File: src/rtl/updown_ctrl.sv
// Button conditioning, direction/run control and count-enable prescaler for the up/down counter.
// Optional single-step button is enabled by defining UPDOWN_CTRL_STEP_EN.

module updown_ctrl_btn #(
  parameter int DB_CYCLES = 4,
  parameter int DB_W      = 20
) (
  input  logic clk,
  input  logic rst,
  input  logic raw,
  output logic press
);

  logic            s1;
  logic            s2;
  logic            level;
  logic [DB_W-1:0] cnt;
  logic            update;

  // The level is accepted on the cycle the disagreement has lasted DB_CYCLES cycles.
  assign update = (s2 != level) && (cnt == DB_W'(DB_CYCLES - 1));
  assign press  = update && s2;

  always_ff @(posedge clk) begin
    if (rst) begin
      s1    <= 1'b0;
      s2    <= 1'b0;
      level <= 1'b0;
      cnt   <= '0;
    end else begin
      s1 <= raw;
      s2 <= s1;
      if (s2 == level) begin
        cnt <= '0;
      end else if (update) begin
        level <= s2;
        cnt   <= '0;
      end else begin
        cnt <= cnt + 1'b1;
      end
    end
  end

endmodule

module updown_ctrl #(
  parameter int DIV       = 5,
  parameter int DIV_W     = 26,
  parameter int DB_CYCLES = 4,
  parameter int DB_W      = 20
) (
  input  logic clk,
  input  logic rst,
  input  logic btn_dir,
  input  logic btn_run,
`ifdef UPDOWN_CTRL_STEP_EN
  input  logic btn_step,
`endif
  output logic tick,
  output logic flag,
  output logic running
);

  typedef enum logic {PAUSE, RUN} state_t;

  state_t             state;
  state_t             state_nx;
  logic [DIV_W-1:0]   presc;
  logic [DIV_W-1:0]   presc_nx;
  logic               tick_nx;
  logic               dir_press;
  logic               run_press;
  logic               step_press;

  updown_ctrl_btn #(.DB_CYCLES(DB_CYCLES), .DB_W(DB_W)) u_dir (
    .clk(clk), .rst(rst), .raw(btn_dir), .press(dir_press)
  );

  updown_ctrl_btn #(.DB_CYCLES(DB_CYCLES), .DB_W(DB_W)) u_run (
    .clk(clk), .rst(rst), .raw(btn_run), .press(run_press)
  );

`ifdef UPDOWN_CTRL_STEP_EN
  updown_ctrl_btn #(.DB_CYCLES(DB_CYCLES), .DB_W(DB_W)) u_step (
    .clk(clk), .rst(rst), .raw(btn_step), .press(step_press)
  );
`else
  assign step_press = 1'b0;
`endif

  // tick is registered from the next prescaler value, so it is high exactly
  // during the cycle in which the prescaler sits at DIV-1.
  always_comb begin
    state_nx = state;
    presc_nx = '0;
    tick_nx  = 1'b0;
    if (run_press) begin
      state_nx = (state == RUN) ? PAUSE : RUN;
    end
    if (state == RUN && state_nx == RUN) begin
      presc_nx = (presc == DIV_W'(DIV - 1)) ? '0 : presc + 1'b1;
    end
    if (state_nx == RUN && presc_nx == DIV_W'(DIV - 1)) begin
      tick_nx = 1'b1;
    end
    if (state == PAUSE && step_press) begin
      tick_nx = 1'b1;
    end
  end

  always_ff @(posedge clk) begin
    if (rst) begin
      state   <= PAUSE;
      presc   <= '0;
      tick    <= 1'b0;
      flag    <= 1'b1;
      running <= 1'b0;
    end else begin
      state   <= state_nx;
      presc   <= presc_nx;
      tick    <= tick_nx;
      running <= (state_nx == RUN);
      if (dir_press) begin
        flag <= ~flag;
      end
    end
  end

endmodule

File: config.mk
export PLATFORM = sky130hd
export DESIGN_NAME = updown_ctrl
export DESIGN_NICKNAME = d
export VERILOG_FILES = /design/src/rtl/updown_ctrl.sv
export SDC_FILE = /design/constraint.sdc
export NUM_CORES = 1
export LEC_CHECK = 0
export BUFFER_PORTS_ARGS = -buffer_cell sky130_fd_sc_hd__buf_2
export CAP_MARGIN = 15
export CORE_MARGIN = 4
export CORE_UTILIZATION = 45
export CTS_BUF_LIST = sky130_fd_sc_hd__clkbuf_8
export DETAILED_ROUTE_END_ITERATION = 16
export GPL_ROUTABILITY_DRIVEN = 0
export PLACE_DENSITY = 0.67
export SKIP_CTS_REPAIR_TIMING = 1
export SLEW_MARGIN = 10
export SYNTH_ARGS = -nofsm -noshare
export SYNTH_HDL_FRONTEND = slang
export SYNTH_SLANG_ARGS = --single-unit
File: constraint.sdc
create_clock -name clk -period 2.05 [get_ports clk]
set_input_delay 0.1025 -clock clk [delete_from_list [all_inputs] [get_ports clk]]
set_output_delay 0.1025 -clock clk [all_outputs]
set_load 0.01 [all_outputs]
After elaboration in Yosys (flattened, before gate mapping) --
Index checks and enable logic that the tools add are counted.
Operators by class: add/subtract/negate cells 3, equal/unequal tests 8, muxes and demuxes 5, bitwise logic cells 3, reductions and logical operators 10
Operator list (number):
- == test 26 x 3 -> 1 bit, second input constant | 2
- 2-to-1 mux 26 bit | 2
- adder 20 x 1 -> 20 bit, second input constant | 2
- == test 20 x 2 -> 1 bit, second input constant | 2
- adder 26 x 1 -> 26 bit, second input constant | 1
- logical AND 1 bit | 6
- OR reduction 3 bit | 2
- AND reduction 2 bit | 2
- 2-to-1 mux 1 bit | 3
- inverter 1 bit | 3
- == test 1 bit | 2
- != test 1 bit | 2
Storage, ports and cells: flip-flop bits (word level) 75

Logic depth before layout (Yosys ltp) --
word-level depth 9, gate-level depth with buffers 12, mapped depth without buffers 12

By module --
From an unflattened synthesis, not the netlist that was laid out.
Second synthesis, totals: cell total of the unflattened synthesis 431, area total of the unflattened synthesis 3697.3 um^2
By module, submodules not included:
- updown_ctrl_btn | instances 2, cells each 117, area each 1041.0 um^2
- updown_ctrl | instances 1, cells each 197, area each 1615.3 um^2

Worst setup path before layout --
OpenSTA, ideal clock, no wires.
path kind register -> register, start point reg u_run.cnt[0], end point reg tick, library setup time 0.061 ns, data arrival time 2.119 ns, data required time 1.989 ns, setup slack -0.130 ns, cell stages (with the launch flop) 13, buffers on the path 0, clock period less this slack 2.180 ns, path through dfxtp_1 ha_1 nor4b_1 nand3_1 nor2_1 nand2_1 ha_1 nand2b_1 mux2_2 nand4_1 nor4_1 o2111ai_1 and4bb_1
On the way: cells in the longest elaborated chain, start to end 9
Ends and longest elaborated chain:
- start: declaration | RTL line 17 | logic [DB_W-1:0] cnt;
- start signal: assignment | RTL line 39 | cnt <= cnt + 1'b1;
- == test 20 x 2 -> 1 bit * | RTL line 21 | assign update = (s2 != level) && (cnt == DB_W'(DB_CYCLES - 1));
- logical AND 1 bit * | RTL line 21
- logical AND 1 bit * | RTL line 22 | assign press = update && s2;
- 2-to-1 mux 1 bit * | RTL line 97 | if (run_press) begin
- logical AND 1 bit | RTL line 100 | if (state == RUN && state_nx == RUN) begin
- 2-to-1 mux 26 bit | RTL line 100
- == test 26 x 3 -> 1 bit | RTL line 103 | if (state_nx == RUN && presc_nx == DIV_W'(DIV - 1)) begin
- logical AND 1 bit * | RTL line 103
- 2-to-1 mux 1 bit * | RTL line 103
- end signal: assignment | RTL line 121 | tick <= tick_nx;
- end: declaration | RTL line 59 | output logic tick,
Every way passes the cells marked *; elsewhere a longest branch is shown, timed or not. A chain may end at the register's enable or synchronous reset.

Worst setup path after layout --
start point reg u_run.cnt[1], end point reg tick
The elaborated chain is that of the path after synthesis.

==> flow_metrics.env <==
export IMPL_status="finished, violations left"
export IMPL_violations="setup timing"
export IMPL_p_sw_uw=567
export IMPL_insertion_delay_ps=350
export IMPL_synth_fp_nets=437
export IMPL_io_buffers=6
export IMPL_core_area_um2=7770
export IMPL_comb_power_share_pct=0.9
export IMPL_cts_buffers=9
export IMPL_viasPerCell=5.22
export IMPL_yosysUniqueCellTypes=46
export IMPL_max_clock_path_buffers=2
export IMPL_grt_pass1_wl_mm=12.8
export IMPL_ios=7
export IMPL_die_x_um=97.7
export IMPL_r2r_start="u_run.cnt[1]"
export IMPL_finalCritPeriodShare_pct=114
export IMPL_arrival_ps=2610
export IMPL_fp_dieH_um=97.7
export IMPL_avgRoutedWirePerCell_um=12.8
export IMPL_vias=3043
export IMPL_ys_flop_type="dfxtp_1"
export IMPL_period_minus_slack_ps=2330
export IMPL_worstMarginPinSlew_ps=408
export IMPL_rsz0062_at_grt="true"
export IMPL_overflow=0
export IMPL_synth_edf_count=0
export IMPL_drt_iter0_drc=100
export IMPL_reg2reg_depth=12
export IMPL_layout_common_cells="nor2_1 (84), dfxtp_1 (72), buf_4 (46)"
export IMPL_yosysSeqAreaShare_pct=41.5
export IMPL_criticalPathCategory="reg -> reg"
export IMPL_cap_violations=0
export IMPL_maxSlewHeadroom_pct=72.7
export IMPL_holdWs_ps=88.3
export IMPL_hpwl_mm=5.34
export IMPL_p_sw_share_pct=20.8
export IMPL_p_int_uw=2150
export IMPL_clkPwrFrac_pct=45.3
export IMPL_rows=32
export IMPL_final_setup_skew_ps=18.1
export IMPL_start_kind="flip-flop"
export IMPL_setup_slack_ps=-285
export IMPL_finalSetupViolCount=1
export IMPL_start_util_pct=46.6
export IMPL_timing_critical_path_from="u_run.cnt[1]"
export IMPL_synthArstFlopShare_pct=0
export IMPL_root_buffer="clkbuf_8"
export IMPL_worstHoldPathType="in -> reg"
export IMPL_netlist_area_um2=3620
export IMPL_hold_viol=0
export IMPL_layout_nets=486
export IMPL_clk_pin_slew_ps=80
export IMPL_drv_slew=0
export IMPL_ir_worst_vdd_mv=0.412
export IMPL_leakagePower_uw=0.00158
export IMPL_remaining_drc_errors=0
export IMPL_clock_sinks=75
export IMPL_diodes=0
export IMPL_track_usage_pct=16.0
export IMPL_synth_avg_cell_area_um2=8.46
export IMPL_fmax_ghz=0.428
export IMPL_netlist_instances=428
export IMPL_syn2layout_area_growth_pct=22.0
export IMPL_grt_max_degree=21
export IMPL_cp_max_fo=3
export IMPL_fp_dieArea_um2=9550
export IMPL_grt_pass1_vias=2917
export IMPL_place_ws_ps=-361
export IMPL_wl_mm=7.45
export IMPL_cts_tree="built"
export IMPL_end_kind="flip-flop"
export IMPL_drt_first_pass_iters=5
export IMPL_mostFrequentLayoutCell="nor2_1"
export IMPL_htreeDepth=3
export IMPL_ant_nets=0
export IMPL_ys_ff_latch=75
export IMPL_holdCritStartpoint="rst"
export IMPL_yosysWarnings=0
export IMPL_drive_gt1_share_pct=20.0
export IMPL_antenna_found_initial=0
export IMPL_hold_depth=2
export IMPL_seq_power_share_pct=53.8
export IMPL_post_route_util_pct=56.9
export IMPL_power_density_nw_per_um2=616
export IMPL_required_ps=2330
[flip-flops by register name, indices dropped and copies added, names as in the netlist]
name	flops
tick	1
u_run.cnt	20
u_run.s1	1
presc	26
u_run.level	1
u_dir.s2	1
u_dir.cnt	20
u_dir.s1	1
u_run.s2	1
state	1
flag	1
u_dir.level	1
[layout make-up]
class / instances / area [um2]
fill: 701 / 3350
multi-input combinational: 320 / 2060
sequential: 75 / 1510
timing repair buffer: 58 / 463
tap: 102 / 128
clock buffer: 9 / 124
clock inverter: 6 / 88.8
inverter: 13 / 48.8
[Yosys cell counts (6+ instances only)]
| master | instances | area share, % |
|---|---|---|
| nor2_1 | 85 | 8.8 |
| dfxtp_1 | 75 | 41 |
| xor2_1 | 36 | 8.7 |
| nand3_1 | 29 | 4.0 |
| nand2_1 | 28 | 2.9 |
| xnor2_1 | 28 | 6.8 |
| nand4_1 | 21 | 3.6 |
| nor4_1 | 15 | 2.6 |
| inv_1 | 13 | 1.3 |
| nor3_1 | 12 | 1.7 |
| buf_2 | 10 | 1.4 |
| clkbuf_1 | 10 | 1.0 |
| a21oi_1 | 6 | 0.83 |
[stage by stage]
step	instance area, um2	std cells	power (uW)	TNS, ps
floorplan	3630	428	1510	0
global placement	4080	565	1520	-143
detailed placement	4080	565	1520	-1720
CTS	4290	580	2740	-2670
global route	4420	583	2820	-970
finish	4420	583	2720	-285
[power by group through the flow]
stage                     clock network (uW)  logic [uW]  registers, uW
after floorplan                            0        13.6           1500
after global placement                     0        20.9           1500
after detailed placement                   0        21.4           1500
after CTS                               1260        21.5           1460
after global routing                    1330        28.4           1460
final                                   1230        25.1           1460
[metal layers]
metal | wire, um | global-route usage [%]
met2 | 3580 | 26.2
met5 | 0 | 0
met1 | 3590 | 20.8
met3 | 246 | 3.09
met4 | 36 | 6.39
[cell families (layout without fill, tap and decap cells)]
group                      count (synthesis)  after routing  share of synthesized area (%)
and+or+nand+nor                          225            225                           32.2
DFF                                       75             75                           41.5
xor gates and xnor gates                  64             64                           15.5
buffers and inverters                     33             86                           3.77
AOI/OAI and AO/OA                         23             23                           4.49
adders and majority gates                  5              5                           1.73
muxes                                      3              3                          0.898
[critical path, cell delays in order, from the launching register on]
cell       delay, ps
dfxtp_2          360
ha_4             140
nor4b_4          200
nand3_1          130
nor2_1           130
nand2_1          100
ha_2             200
nand2b_1          80
mux2_4           150
nand4_1          120
nor4_2           190
o2111ai_1        170
and4bb_1         300
[path summary, 6_finish.rpt]
path / slack (ps) / end
setup / recovery: -280 / tick
hold reg to reg: 440 / u_run.s2
setup reg to reg: -280 / tick
hold / removal: 90 / u_dir.level
Power figures use the tool's default switching activity.
